$ cat config.mk
export PLATFORM = sky130hd
export DESIGN_NAME = ps2_keyboard_rx
export DESIGN_NICKNAME = d
export VERILOG_FILES = /design/src/rtl/ps2_pkg.sv /design/src/rtl/ps2_scan_to_ascii.sv /design/src/rtl/ps2_keyboard_rx.sv
export SDC_FILE = /design/constraint.sdc
export NUM_CORES = 1
export LEC_CHECK = 0
export BUFFER_PORTS_ARGS = -buffer_cell sky130_fd_sc_hd__buf_2
export CAP_MARGIN = 10
export CORE_MARGIN = 1
export CORE_UTILIZATION = 61
export DETAILED_ROUTE_END_ITERATION = 8
export PLACE_DENSITY_LB_ADDON = 0.1
export SKIP_LAST_GASP = 1
export SLEW_MARGIN = 10
export SYNTH_ARGS = -nofsm -noshare
export SYNTH_HDL_FRONTEND = slang
export SYNTH_HIERARCHICAL = 1
export SYNTH_SLANG_ARGS = --single-unit
$ cat constraint.sdc
create_clock -name clk -period 2.9 [get_ports clk]
set_clock_uncertainty 0.2 [all_clocks]
set_input_delay 0.435 -clock clk [delete_from_list [all_inputs] [get_ports clk]]
set_output_delay 0.435 -clock clk [all_outputs]
set_load 0.01 [all_outputs]
$ cat src/rtl/ps2_pkg.sv
// Shared types and scan-code constants for the PS/2 keyboard receiver.
// Scan codes are PS/2 set 2.
package ps2_pkg;

  typedef enum logic [1:0] {
    IDLE,
    DATA,
    PARITY,
    STOP
  } frame_state_e;

  localparam int unsigned BYTE_W  = 8;
  localparam int unsigned ASCII_W = 7;

  localparam logic [BYTE_W-1:0] SC_EXT    = 8'hE0;
  localparam logic [BYTE_W-1:0] SC_BRK    = 8'hF0;
  localparam logic [BYTE_W-1:0] SC_LSHIFT = 8'h12;
  localparam logic [BYTE_W-1:0] SC_RSHIFT = 8'h59;
  localparam logic [BYTE_W-1:0] SC_ENTER  = 8'h5A;
  localparam logic [BYTE_W-1:0] SC_BKSP   = 8'h66;
  localparam logic [BYTE_W-1:0] SC_SPACE  = 8'h29;

  // Selects the shifted or unshifted character of a key.
  function automatic logic [ASCII_W-1:0] pick(input logic sh,
                                              input logic [BYTE_W-1:0] lo,
                                              input logic [BYTE_W-1:0] hi);
    return sh ? ASCII_W'(hi) : ASCII_W'(lo);
  endfunction

endpackage

$ cat src/rtl/ps2_scan_to_ascii.sv
// Combinational set-2 scan-code to 7-bit ASCII map for a US layout.
// hit_c is low for codes that produce no character.
module ps2_scan_to_ascii
  import ps2_pkg::*;
(
  input  logic [BYTE_W-1:0]  scancode,
  input  logic               shift,
  output logic               hit_c,
  output logic [ASCII_W-1:0] ascii_c
);

  always_comb begin
    hit_c   = 1'b1;
    ascii_c = '0;
    case (scancode)
      8'h1C: ascii_c = pick(shift, "a", "A");
      8'h32: ascii_c = pick(shift, "b", "B");
      8'h21: ascii_c = pick(shift, "c", "C");
      8'h23: ascii_c = pick(shift, "d", "D");
      8'h24: ascii_c = pick(shift, "e", "E");
      8'h2B: ascii_c = pick(shift, "f", "F");
      8'h34: ascii_c = pick(shift, "g", "G");
      8'h33: ascii_c = pick(shift, "h", "H");
      8'h43: ascii_c = pick(shift, "i", "I");
      8'h3B: ascii_c = pick(shift, "j", "J");
      8'h42: ascii_c = pick(shift, "k", "K");
      8'h4B: ascii_c = pick(shift, "l", "L");
      8'h3A: ascii_c = pick(shift, "m", "M");
      8'h31: ascii_c = pick(shift, "n", "N");
      8'h44: ascii_c = pick(shift, "o", "O");
      8'h4D: ascii_c = pick(shift, "p", "P");
      8'h15: ascii_c = pick(shift, "q", "Q");
      8'h2D: ascii_c = pick(shift, "r", "R");
      8'h1B: ascii_c = pick(shift, "s", "S");
      8'h2C: ascii_c = pick(shift, "t", "T");
      8'h3C: ascii_c = pick(shift, "u", "U");
      8'h2A: ascii_c = pick(shift, "v", "V");
      8'h1D: ascii_c = pick(shift, "w", "W");
      8'h22: ascii_c = pick(shift, "x", "X");
      8'h35: ascii_c = pick(shift, "y", "Y");
      8'h1A: ascii_c = pick(shift, "z", "Z");
      // Digit row
      8'h16: ascii_c = pick(shift, "1", "!");
      8'h1E: ascii_c = pick(shift, "2", "@");
      8'h26: ascii_c = pick(shift, "3", "#");
      8'h25: ascii_c = pick(shift, "4", "$");
      8'h2E: ascii_c = pick(shift, "5", "%");
      8'h36: ascii_c = pick(shift, "6", "^");
      8'h3D: ascii_c = pick(shift, "7", "&");
      8'h3E: ascii_c = pick(shift, "8", "*");
      8'h46: ascii_c = pick(shift, "9", "(");
      8'h45: ascii_c = pick(shift, "0", ")");
      // Punctuation
      8'h4E: ascii_c = pick(shift, "-", "_");
      8'h55: ascii_c = pick(shift, "=", "+");
      8'h54: ascii_c = pick(shift, "[", "{");
      8'h5B: ascii_c = pick(shift, "]", "}");
      8'h4C: ascii_c = pick(shift, ";", ":");
      8'h52: ascii_c = pick(shift, "'", "\"");
      8'h41: ascii_c = pick(shift, ",", "<");
      8'h49: ascii_c = pick(shift, ".", ">");
      8'h4A: ascii_c = pick(shift, "/", "?");
      SC_SPACE: ascii_c = 7'h20;
      SC_ENTER: ascii_c = 7'h0D;
      SC_BKSP:  ascii_c = 7'h08;
      default:  hit_c   = 1'b0;
    endcase
  end

endmodule

$ cat src/rtl/ps2_keyboard_rx.sv
// PS/2 keyboard receiver: synchronizes the PS/2 lines, deframes 11-bit frames
// and turns make/break/extended scan codes into one-cycle ASCII strobes.
module ps2_keyboard_rx
  import ps2_pkg::*;
#(
  parameter int unsigned TIMEOUT = 50000
) (
  input  logic               clk,
  input  logic               reset,
  input  logic               ps2_clk,
  input  logic               ps2_dat,
  output logic [ASCII_W-1:0] ascii,
  output logic               ascii_valid,
  output logic [BYTE_W-1:0]  scancode,
  output logic               scan_valid,
  output logic               frame_err,
  output logic               shift
);

  localparam int unsigned CNT_W = $clog2(TIMEOUT + 1);
  localparam int unsigned BIT_W = 3;

  // Line synchronizers; idle-high reset so a release never fakes an edge
  logic clk_s1, clk_s2, clk_h;
  logic dat_s1, dat_s2;
  logic fall_q, dat_q;

  always_ff @(posedge clk) begin
    if (reset) begin
      clk_s1 <= 1'b1;
      clk_s2 <= 1'b1;
      clk_h  <= 1'b1;
      dat_s1 <= 1'b1;
      dat_s2 <= 1'b1;
      fall_q <= 1'b0;
      dat_q  <= 1'b0;
    end else begin
      clk_s1 <= ps2_clk;
      clk_s2 <= clk_s1;
      clk_h  <= clk_s2;
      dat_s1 <= ps2_dat;
      dat_s2 <= dat_s1;
      fall_q <= clk_h & ~clk_s2;
      dat_q  <= dat_s2;
    end
  end

  // Frame FSM
  frame_state_e      state_q, state_d;
  logic [BIT_W-1:0]  bitcnt_q, bitcnt_d;
  logic [BYTE_W-1:0] shreg_q, shreg_d;
  logic              par_q, par_d;
  logic              byte_ok_q, byte_ok_d;
  logic              byte_err_q, byte_err_d;
  logic [CNT_W-1:0]  cnt_q;
  logic              tmo_c;

  assign tmo_c = (cnt_q == CNT_W'(TIMEOUT)) && (state_q != IDLE);

  always_ff @(posedge clk) begin
    if (reset) begin
      state_q    <= IDLE;
      bitcnt_q   <= '0;
      shreg_q    <= '0;
      par_q      <= 1'b0;
      byte_ok_q  <= 1'b0;
      byte_err_q <= 1'b0;
    end else begin
      state_q    <= state_d;
      bitcnt_q   <= bitcnt_d;
      shreg_q    <= shreg_d;
      par_q      <= par_d;
      byte_ok_q  <= byte_ok_d;
      byte_err_q <= byte_err_d;
    end
  end

  always_comb begin
    state_d    = state_q;
    bitcnt_d   = bitcnt_q;
    shreg_d    = shreg_q;
    par_d      = par_q;
    byte_ok_d  = 1'b0;
    byte_err_d = 1'b0;
    if (tmo_c) begin
      state_d = IDLE;
    end else if (fall_q) begin
      case (state_q)
        IDLE: begin
          if (!dat_q) begin
            state_d  = DATA;
            bitcnt_d = '0;
          end
        end
        DATA: begin
          shreg_d  = {dat_q, shreg_q[BYTE_W-1:1]};
          bitcnt_d = bitcnt_q + BIT_W'(1);
          if (bitcnt_q == BIT_W'(BYTE_W - 1)) state_d = PARITY;
        end
        PARITY: begin
          par_d   = dat_q;
          state_d = STOP;
        end
        STOP: begin
          state_d = IDLE;
          if (dat_q && (^{shreg_q, par_q})) byte_ok_d = 1'b1;
          else                              byte_err_d = 1'b1;
        end
        default: state_d = IDLE;
      endcase
    end
  end

  // Saturating idle counter, cleared by every ps2_clk falling edge
  always_ff @(posedge clk) begin
    if (reset)                          cnt_q <= '0;
    else if (fall_q)                    cnt_q <= '0;
    else if (cnt_q != CNT_W'(TIMEOUT))  cnt_q <= cnt_q + CNT_W'(1);
  end

  // Prefix/shift tracker and key lookup, one cycle after a good byte
  logic               ext_q, brk_q;
  logic               key_hit_q;
  logic [ASCII_W-1:0] key_ascii_q;
  logic               hit_c;
  logic [ASCII_W-1:0] ascii_c;
  logic               is_shift_c;

  assign is_shift_c = (shreg_q == SC_LSHIFT) || (shreg_q == SC_RSHIFT);

  ps2_scan_to_ascii u_map (
    .scancode (shreg_q),
    .shift    (shift),
    .hit_c    (hit_c),
    .ascii_c  (ascii_c)
  );

  always_ff @(posedge clk) begin
    if (reset) begin
      ext_q       <= 1'b0;
      brk_q       <= 1'b0;
      shift       <= 1'b0;
      key_hit_q   <= 1'b0;
      key_ascii_q <= '0;
    end else begin
      key_hit_q <= 1'b0;
      if (byte_ok_q) begin
        if (shreg_q == SC_EXT) begin
          ext_q <= 1'b1;
        end else if (shreg_q == SC_BRK) begin
          brk_q <= 1'b1;
        end else begin
          ext_q <= 1'b0;
          brk_q <= 1'b0;
          if (!ext_q && is_shift_c) shift <= ~brk_q;
          key_hit_q   <= ~ext_q & ~brk_q & ~is_shift_c & hit_c;
          key_ascii_q <= ascii_c;
        end
      end
    end
  end

  // Output register stage
  always_ff @(posedge clk) begin
    if (reset) begin
      scan_valid  <= 1'b0;
      scancode    <= '0;
      frame_err   <= 1'b0;
      ascii_valid <= 1'b0;
      ascii       <= '0;
    end else begin
      scan_valid  <= byte_ok_q;
      frame_err   <= byte_err_q | tmo_c;
      ascii_valid <= key_hit_q;
      if (byte_ok_q) scancode <= shreg_q;
      if (key_hit_q) ascii    <= key_ascii_q;
    end
  end

endmodule

---- After elaboration in Yosys (flattened, before gate mapping) ----
Cells that the tools add are included.
storage, ports and cells
  input bits .............................. 4
  register bits after elaboration ......... 68
operators by class
  reduce and logical (&&, ||, !) cells .... 22
  equal/unequal tests ..................... 61
  bitwise operators ....................... 15
  add/sub/neg operators ................... 2
  mux-type cells .......................... 57
operators by type and width
  kind                     number
  $pmux W7 S48             1
  $eq A8 B6 Y1 const B     23
  $mux W6                  28
  $eq A8 B7 Y1 const B     19
  $eq A8 B5 Y1 const B     8
  $mux W5                  12
  $reduce_or A48 Y1        1
  $mux W7                  3
  $add A16 B1 Y16 const B  1
  $eq A16 B16 Y1 const B   1
  $eq A8 B8 Y1 const B     2
  $ne A16 B16 Y1 const B   1
  $reduce_and A3 Y1        4
  $not A1 Y1               10
  $reduce_xor A9 Y1        1
  $pmux W2 S4              1
  $reduce_and A4 Y1        2
  $reduce_or A4 Y1         2
  $mux W1                  7
  $mux W3                  2
  $ne A2 B2 Y1 const B     3
  $pmux W3 S2              1
  $and A1 B1 Y1            4
  $eq A2 B2 Y1 const B     2
  12 further kinds         18

---- Logic depth before layout (Yosys ltp) ----
Gate-level depths: netlist (run 1).
  word-level depth ........................ 5
  mapped depth ............................ 11
  depth with buffers taken out ............ 8

---- Cells and area by module ----
Netlist (run 1), hierarchy kept.
by module, submodules not included
  module             instances  area each (µm²)  cells each  seq. area each (µm²)
  ps2_keyboard_rx    1          2871.5           287         1361.3
  ps2_scan_to_ascii  1          1367.6           216         0.0

---- Least setup slack after synthesis (run 1) ----
OpenSTA, ideal clock, no wires.
  path kind ............................... reg-to-reg
  from .................................... register shreg_q[4]
  to ...................................... register key_ascii_q[5]
  setup time .............................. 0.128 ns
  slack ................................... 0.453 ns
  path buffers ............................ 2
  stages on the path, launching flop included .. 11
  required time ........................... 2.572 ns
  clock period less this slack ............ 2.447 ns
  data arrival time ....................... 2.120 ns
  cells stage by stage .................... dfxtp_1 -> buf_4 -> buf_6 -> mux2i_1 -> o22a_1 -> o311ai_1 -> or4_4 -> o41ai_1 -> nand3_1 -> mux2i_1 -> nor2_1
RTL lines
  element                                     line                     source
  from (decl)                                 ps2_keyboard_rx.sv:51    logic [BYTE_W-1:0] shreg_q, shreg_d;
  from (signal assigned)                      ps2_keyboard_rx.sv:71    shreg_q <= shreg_d;
  $eq A8 B7 Y1, or another cell as far along  ps2_scan_to_ascii.sv:15  case (scancode)
  $pmux W7 S48 *                              ps2_scan_to_ascii.sv:15
  named net ascii_c[5]                        ps2_keyboard_rx.sv:126   logic [ASCII_W-1:0] ascii_c;
  to (signal assigned)                        ps2_keyboard_rx.sv:157   key_ascii_q <= ascii_c;
  to (decl)                                   ps2_keyboard_rx.sv:124   logic [ASCII_W-1:0] key_ascii_q;
The timed path passes the listed nets; every way through them passes the cells marked *.
A chain may end at the register's enable or synchronous reset.

---- Worst setup path in the final report (run 1) ----
  from .................................... register shreg_q[6]
  to ...................................... register key_ascii_q[6]
Same word-level chain as after synthesis.

==> results of run 1 <==
[final cells by class]
cell class,instances,area (µm²)
well taps,80,100
fillers,543,2040
multi-input cells,380,2620
clock inverters,7,75.1
clock buffers,9,124
repair buffers,58,380
flip-flops and latches,68,1360
inverters,15,56.3
[cells in the mapped netlist (6+ instances only)]
master / n
nand3_1: 15
ha_1: 8
a22oi_1: 6
clkbuf_1: 21
buf_2: 8
a21oi_1: 22
nand2_1: 22
a32oi_1: 6
dfxtp_1: 68
mux2i_1: 37
nand4_1: 12
nor3_1: 12
or2_2: 7
inv_1: 13
nor2b_1: 7
o22ai_1: 8
nor2_1: 58
o21ai_0: 25
nand2b_1: 18
xor2_1: 10
or3_1: 6
[layout by cell type (no fill, tap or decap), drive strengths merged, types with 9 or more instances in the layout]
cell type,Yosys,final
mux2i,37,37
inv,14,15
clkbuf,21,9
o21ai,26,26
a21oi,23,23
dfxtp,68,68
xor2,10,10
nand2,22,22
nand3,15,15
nor2,58,58
buf,19,58
nor3,14,14
nand4,13,13
nand2b,18,18
[routing by layer]
layer / global-route usage / routed length, µm / vias up / share of wire
met5: 0 / 0 / - / 0
met4: 0.171 / 485 / 0 / 0.044
met3: 0.0671 / 749 / 38 / 0.068
met2: 0.532 / 5300 / 181 / 0.48
met1: 0.381 / 4530 / 1867 / 0.41
li1: - / - / 1891 / -
[power by group]
group | switching, mW | internal, mW | leakage, nW
Sequential | 0.00641 | 0.941 | 0.551
Combinational | 0.0280 | 0.0176 | 1.21
Clock | 0.393 | 0.400 | 0.0918
Total | 0.427 | 1.36 | 1.86
[final timing paths]
check	end	slack, ns	depth (start not counted)	from
max	key_ascii_q[6]	0.16	7	shreg_q[6]
min	dat_s1	0.06	2	ps2_dat
max reg2reg	key_ascii_q[6]	0.16	7	shreg_q[6]
min reg2reg	clk_h	0.22	1	clk_s2
[critical path, stage by stage, from the launching register on]
cell and delay, ns:
dfxtp_1 0.67, nor4b_1 0.25, a32o_1 0.28, a311o_1 0.33, or3_1 0.41, a311o_1 0.32
mux2i_1 0.13, nor2_1 0.05
[kinds of logic (layout without fill, tap and decap cells)]
kind of cell             after synthesis  after routing  share of synthesized area
AO/OA/AOI/OAI                        107            107                      0.171
XOR/XNOR                              17             17                     0.0419
adder cells (fa/ha/maj)                8              8                     0.0236
buffers and inverters                 55             89                     0.0617
flip-flops                            68             68                      0.321
multiplexers                          38             38                     0.0900
AND/OR/NAND/NOR                      210            210                      0.290
[state kept, by name (all words and copies together), names as in the netlist, 2 cells and up]
register	flops
bitcnt_q	3
state_q	2
ascii	7
scancode	8
cnt_q	16
key_ascii_q	7
shreg_q	8
[through the flow]
stage | setup WS [ns] | instances
detailed placement | 0.177 | 601
global route | 0.0311 | 617
finish | 0.158 | 617
floorplan | 0.453 | 503
CTS | 0.142 | 617
global placement | 0.211 | 601
[what timing repair did]
action / 4_1_cts / 5_1_grt
setup buffers: 0 / 0
setup endpoints to repair: 0 / 2
hold buffers: 0 / 0
resized for setup: 0 / 2
==> out/summary.txt, run 1 <==
Die Wd = 85.4 µm
Mean Syn Cell Area = 8.43 µm²
Post-synth ARST share = 0
row count = 30
dpl cell area = 4510 µm²
# nets final = 544
Synth Flop Type = dfxtp_1
Clock Path Buffers = 2
RSZ-0062 raised after global routing = no
WHS = 0.0607 ns
# clock sinks = 68
number of synthesized flops with an enable pin = 0
Critical Path Source Type = flop
initial antenna violation count = 0
starting DRC count in detailed routing = 520
fin crit period = 2.74 ns
ranking of synthesized cells by area = dfxtp_1 32%, mux2i_1 8.7%, nor2_1 5.1%, o21ai_0 3.0%, nand2b_1 2.7%
Overall Power = 1.79 mW
Hold Crit Class = input pin to flop
routability cong. = 1.03
CTS H-tree lvls = 3
largest net degree at the start of global routing = 35
Routed WL per cell = 17.9 µm
vias = 3,977
leading area contributor after synthesis = dfxtp_1
layout cells sized above 1 = 0.194
relative slew slack = 0.270
vias in the first global route = 3,716
TritonCTS clock tree = yes
Cell variety after synth = 82
Post-Syn Instances = 503
Seq cells post-synth = 68
first-pass GRT wire length = 18.1 mm
Finished Cell Area = 4720 µm²
initial core utilization = 0.627
IO Port Bufs = 22
CTS Buf Count = 9
DRC viols = 0
antenna viol nets, final = 0
Worst-Margin Slew = 1.08 ns
Final TNS setup = 0 ns
io pins = 23
worst vdd ir = 392 µV
Fmax = 365 MHz
final setup fails = 0
Total Routing Usage GR = 0.317
Post-Syn Area = 4240 µm²
die area = 7290 µm²
total core area = 6760 µm²
max-cap violation count = 0
Post-Route Utilization = 0.698
area delta synth->final = 11.2%
total congestion overflow = 0
Yosys top cell area share = 0.321
clock latency on the worst-skew pair = 0.35 ns
Final period util = 0.946
outcome = completed
CP Max Fanout = 15
Pleak = 1.86 nW
Pwr Density = 379 nW/µm²
Final Routed Wirelength = 11.1 mm
Syn. warnings = 6
detailed placement HPWL = 8.02 mm
Pre-antenna DRT Iters = 6
Seq/Total Area, Yosys = 0.321
Arr. time, crit path = 2.77 ns
clk slew on worst S/H paths = 0.08 ns
Crit path required time = 2.93 ns
Antenna diodes = 0
clock tree root buffer cell = clkbuf_8
kind of critical path = flop to flop
Final Max Tran Viols = 0
Avg Vias per Cell = 6.45
Worst Setup End Kind = flop
Hold Fails Final Rpt = 0
Die Y = 85.4 µm
Syn Nets = 515
Power figures use the tool's default switching activity.
==> inputs of run 2 (changes only) <==
--- a/config.mk
+++ b/config.mk
@@ -7,8 +7,11 @@
 export LEC_CHECK = 0
 export BUFFER_PORTS_ARGS = -buffer_cell sky130_fd_sc_hd__buf_2
 export CAP_MARGIN = 10
+export CELL_PAD_IN_SITES_DETAIL_PLACEMENT = 2
+export CELL_PAD_IN_SITES_GLOBAL_PLACEMENT = 2
 export CORE_MARGIN = 1
-export CORE_UTILIZATION = 61
+export CORE_UTILIZATION = 39
+export CTS_BUF_LIST = sky130_fd_sc_hd__clkbuf_4 sky130_fd_sc_hd__clkbuf_8
 export DETAILED_ROUTE_END_ITERATION = 8
 export PLACE_DENSITY_LB_ADDON = 0.1
 export SKIP_LAST_GASP = 1
@@ -17,3 +20,4 @@
 export SYNTH_HDL_FRONTEND = slang
 export SYNTH_HIERARCHICAL = 1
 export SYNTH_SLANG_ARGS = --single-unit
+export TNS_END_PERCENT = 100
==> run 2 against run 1 <==
Via count is 3.2% higher. Utilization is 23 points lower. Cell area increased by 3.7%. Setup slack worse by 0.081 ns. Fmax decreased by 2.9%. Combinational power up 6.4%. Wire length up 36%. Global-route usage down 3.5 points. Power up 3.6%. Hold slack got worse by 0.025 ns. Die area increased by 55%. Clock power up 7.6%. Highest routed layer unchanged.
==> out/summary.txt, run 2 (synthesis results as in run 1) <==
DRC viols = 0
CP Max Fanout = 17
row count = 37
Pleak = 1.92 nW
io pins = 23
top flop regs = cnt_q (16), scancode (8), shreg_q (8)
clk slew on worst S/H paths = 0.07 ns
first-pass GRT wire length = 24.2 mm
Clock Path Buffers = 2
Fmax = 354 MHz
Overall Power = 1.85 mW
CTS H-tree lvls = 3
total congestion overflow = 0
IO Port Bufs = 22
Total Routing Usage GR = 0.282
outcome = completed
die area = 11,300 µm²
clock latency on the worst-skew pair = 0.37 ns
Hold Fails Final Rpt = 0
starting DRC count in detailed routing = 247
Hold Crit Class = input pin to flop
fillcell total = 1,171
Antenna diodes = 0
Die Y = 106 µm
vias in the first global route = 4,355
Post-CTS Hold Buffers = 0
largest net degree at the start of global routing = 29
# clock sinks = 68
Worst-Margin Slew = 0.650 ns
final setup fails = 0
Die Wd = 106 µm
initial core utilization = 0.407
CTS Buf Count = 9
Pre-antenna DRT Iters = 5
routability cong. = 0.900
Final TNS setup = 0 ns
max-cap violation count = 0
Pwr Density = 378 nW/µm²
WHS = 0.0360 ns
Worst Setup End Kind = flop
Critical Path Source Type = flop
clock tree root buffer cell = clkbuf_8
TritonCTS clock tree = yes
Largest register FFs = 16
Arr. time, crit path = 2.87 ns
fin crit period = 2.82 ns
initial antenna violation count = 0
relative slew slack = 0.566
total core area = 10,400 µm²
Crit path required time = 2.95 ns
Biggest register = cnt_q
kind of critical path = flop to flop
final setup margin = 0.0774 ns
vias = 4,103
Final period util = 0.973
Avg Vias per Cell = 6.02
most frequent cells in the layout = 63 x dfxtp_1, 58 x nor2_1, 44 x buf_4, 37 x mux2i_1, 25 x o21ai_0
worst vdd ir = 315 µV
RSZ-0062 raised after global routing = yes
commonest non-fill, non-tap cell in the layout = dfxtp_1
area delta synth->final = 15.3%
Final Routed Wirelength = 15.0 mm
setup bufs post-CTS = 0
antenna viol nets, final = 0
# nets final = 553
pre-CTS WS = 0.0705 ns
Routed WL per cell = 22.0 µm
detailed placement HPWL = 10.9 mm
layout cells sized above 1 = 0.214
Final Max Tran Viols = 0
-- run 2: changes by cell type in the layout (fill, tap and decap cells not counted), moves of 2 or more --
cell	delta
dfxtp_2	+3
clkbuf_4	+2
buf_4	+8
dfxtp_1	-3
clkbuf_8	+2
-- run 2: layout make-up --
| class | count | area [µm²] | area share |
|---|---|---|---|
| clock buffer | 13 | 166 | 0.0340 |
| tap | 136 | 170 | 0.0348 |
| sequential | 68 | 1370 | 0.280 |
| multi-input combinational | 380 | 2620 | 0.536 |
| clock inverter | 3 | 45.0 | 0.00921 |
| inverter | 15 | 56.3 | 0.0115 |
| timing repair buffer | 67 | 460 | 0.0942 |
-- run 2: where the power goes --
| part | leakage, nW | switching (mW) | total (mW) | internal, mW |
|---|---|---|---|---|
| Combinational | 1.26 | 0.0310 | 0.0485 | 0.0175 |
| Clock | 0.103 | 0.389 | 0.852 | 0.463 |
| Sequential | 0.552 | 0.00741 | 0.949 | 0.941 |
-- run 2: worst max-delay path, stage by stage, from the launching register on --
cell      delay (ns)
dfxtp_1         0.71
clkinv_1        0.44
mux2i_1         0.21
a32oi_1         0.22
o221ai_1        0.15
nor4_1          0.28
buf_4           0.17
o211ai_1        0.09
mux2i_1         0.16
nor2_1          0.07
-- run 2: metal layers --
| layer | part of all wire | track usage | up-vias |
|---|---|---|---|
| met3 | 0.046 | 0.0448 | 20 |
| li1 | - | - | 1911 |
| met4 | 0.020 | 0.114 | 0 |
| met1 | 0.46 | 0.370 | 2057 |
| met5 | 0 | 0 | - |
| met2 | 0.47 | 0.461 | 115 |
-- run 2: final timing paths --
check | endpoint | depth (start not counted) | start | slack (ns)
setup / recovery | key_ascii_q[3] | 9 | shreg_q[2] | 0.08
hold / removal | clk_s1 | 2 | ps2_clk | 0.04
setup reg to reg | key_ascii_q[3] | 9 | shreg_q[2] | 0.08
hold reg to reg | clk_s2 | 1 | clk_s1 | 0.22
-- run 2: repair_timing --
| item | CTS | global route |
|---|---|---|
| pin swaps | 0 | 0 |
| setup endpoints to repair | 1 | 5 |
| resized for setup | 1 | 5 |
-- run 2: metrics by stage --
stage	instance area, µm²	cells	utilization
3_5_place_dp	4660	666	0.448
3_3_place_gp	4660	666	0.448
2_1_floorplan	4240	503	-
5_1_grt	4890	682	0.469
4_1_cts	4880	682	0.469
6_report	4890	682	0.469
==> inputs of run 3 (changes only) <==
--- a/config.mk
+++ b/config.mk
@@ -14,6 +14,7 @@
 export CTS_BUF_LIST = sky130_fd_sc_hd__clkbuf_4 sky130_fd_sc_hd__clkbuf_8
 export DETAILED_ROUTE_END_ITERATION = 8
 export PLACE_DENSITY_LB_ADDON = 0.1
+export SETUP_SLACK_MARGIN = 0.5
 export SKIP_LAST_GASP = 1
 export SLEW_MARGIN = 10
 export SYNTH_ARGS = -nofsm -noshare
==> run 3 against run 2 <==
Cell area up 11%. Clock power increased by 5.0%. Fmax up 2.6%. First-iteration DRC count grew 24%. Setup slack improved by 0.072 ns. Via count increased by 15%. Cell count up 4.4%. Sequential power is 0.7% lower. Combinational power increased by 9.9%. Hold slack improved by 0.0010 ns. Wire length rose by 48%. Sequential share of layout area fell by 2.4 points.
==> out/summary.txt, run 3 (synthesis results as in run 1) <==
outcome = completed
cell chain of the critical path = buf_4 > or4bb_1 > buf_6 > nor2_1 > a41oi_2 > o221ai_1 > nor4_1 > o211ai_1 > mux2i_1 > nor2_1
max incr delay on CP = 0.63 ns
worst vdd ir = 557 µV
layout cells sized above 1 = 0.326
Clock Path Buffers = 2
Largest register FFs = 16
Die Y = 106 µm
Worst-Margin Slew = 0.624 ns
CP Buf/Inv Count = 2
IO Port Bufs = 22
# nets final = 584
antenna viol nets, final = 0
RSZ-0062 raised after global routing = yes
max-cap violation count = 0
Fmax = 364 MHz
slowest stage cell, crit path = or4bb_1
area delta synth->final = 28.5%
kind of critical path = flop to flop
Post-Route Utilization = 0.523
Crit path required time = 3.02 ns
Biggest register = cnt_q
Avg Vias per Cell = 6.62
HP Start = ps2_dat
first-pass GRT wire length = 27.6 mm
Final Max Tran Viols = 0
clock latency on the worst-skew pair = 0.39 ns
io pins = 23
Pre-antenna DRT Iters = 5
CTS Buf Count = 9
Worst Setup End Kind = flop
final setup margin = 0.150 ns
CP most frequent cell = nor2_1
die area = 11,300 µm²
Final Routed Wirelength = 22.2 mm
Final period util = 0.948
Worst Reg-to-Reg Cells = 10
Routed WL per cell = 31.2 µm
Total Routing Usage GR = 0.332
Cells after DPL = 656
routability cong. = 0.965
Antenna diodes = 0
initial core utilization = 0.407
Finished Cell Area = 5450 µm²
critical path startpoint = shreg_q[2]
top flop regs = cnt_q (16), scancode (8), shreg_q (8)
Finished Layout Cells = 712
# clock sinks = 68
Hold Crit Class = input pin to flop
Post-CTS Hold Buffers = 0
CTS H-tree lvls = 3
dpl cell area = 4580 µm²
Pwr Density = 347 nW/µm²
Final TNS setup = 0 ns
Critical Path Source Type = flop
TritonCTS clock tree = yes
vias = 4,716
row count = 37
Die Wd = 106 µm
DRC viols = 0
reg-to-reg slack, setup = 0.15 ns
pre-CTS WS = 0.148 ns
Levels on crit path = 10
relative slew slack = 0.583
total congestion overflow = 0
WHS = 0.0370 ns
Pleak = 2.16 nW
starting DRC count in detailed routing = 307
launching point of the worst reg2reg path = shreg_q[2]
clk slew on worst S/H paths = 0.08 ns
clock tree root buffer cell = clkbuf_8
hold depth = 2
largest net degree at the start of global routing = 28
CP Max Fanout = 9
most frequent cells in the layout = 62 x buf_4, 60 x dfxtp_1, 55 x nor2_1, 36 x mux2i_1
detailed placement HPWL = 10.8 mm
commonest non-fill, non-tap cell in the layout = buf_4
final setup fails = 0
total core area = 10,400 µm²
Arr. time, crit path = 2.87 ns
family with the most delay on the worst path = simple AND/OR/NAND/NOR gates
fin crit period = 2.75 ns
Overall Power = 1.89 mW
initial antenna violation count = 0
vias in the first global route = 4,738
Hold Fails Final Rpt = 0
==> run 3: cell types whose count changed in the layout (fill, tap and decap cells not counted), moves of 5 or more <==
cell / delta
dfxtp_2: -5
buf_4: +18
nor3_1: -5
buf_6: +11
nor3_2: +5
dfxtp_4: +8
==> run 3: report_power, final <==
| part | switching, mW | internal, mW | leakage, nW | total (mW) |
|---|---|---|---|---|
| combinational | 0.0358 | 0.0175 | 1.50 | 0.0533 |
| clock | 0.409 | 0.486 | 0.106 | 0.895 |
| sequential | 0.00862 | 0.934 | 0.556 | 0.942 |
| total | 0.453 | 1.44 | 2.16 | 1.89 |
==> run 3: what timing repair did <==
action / CTS / global route
gates cloned: 0 / 1
setup buffers: 28 / 12
endpoints found under the setup margin: 9 / 11
resized for setup: 48 / 33
pin swaps: 18 / 18
==> run 3: routing by layer <==
layer | vias up | GRT usage | wire, µm
li1 | 1973 | - | -
met1 | 2380 | 0.406 | 8730
met3 | 105 | 0.0846 | 1560
met2 | 258 | 0.529 | 10600
met5 | - | 0 | 0
met4 | 0 | 0.186 | 1290
==> run 3: worst paths after layout <==
check	end
min reg2reg	clk_s2
min	dat_s1
max reg2reg	key_ascii_q[3]
max	key_ascii_q[3]
==> run 3: final cells by class <==
| cell class | count | area [µm²] |
|---|---|---|
| well taps | 136 | 170 |
| clock inverters | 5 | 77.6 |
| inverters | 15 | 56.3 |
| fillers | 1086 | 4970 |
| clock buffers | 10 | 131 |
| multi-input cells | 380 | 2870 |
| repair buffers | 98 | 754 |
| flip-flops and latches | 68 | 1390 |
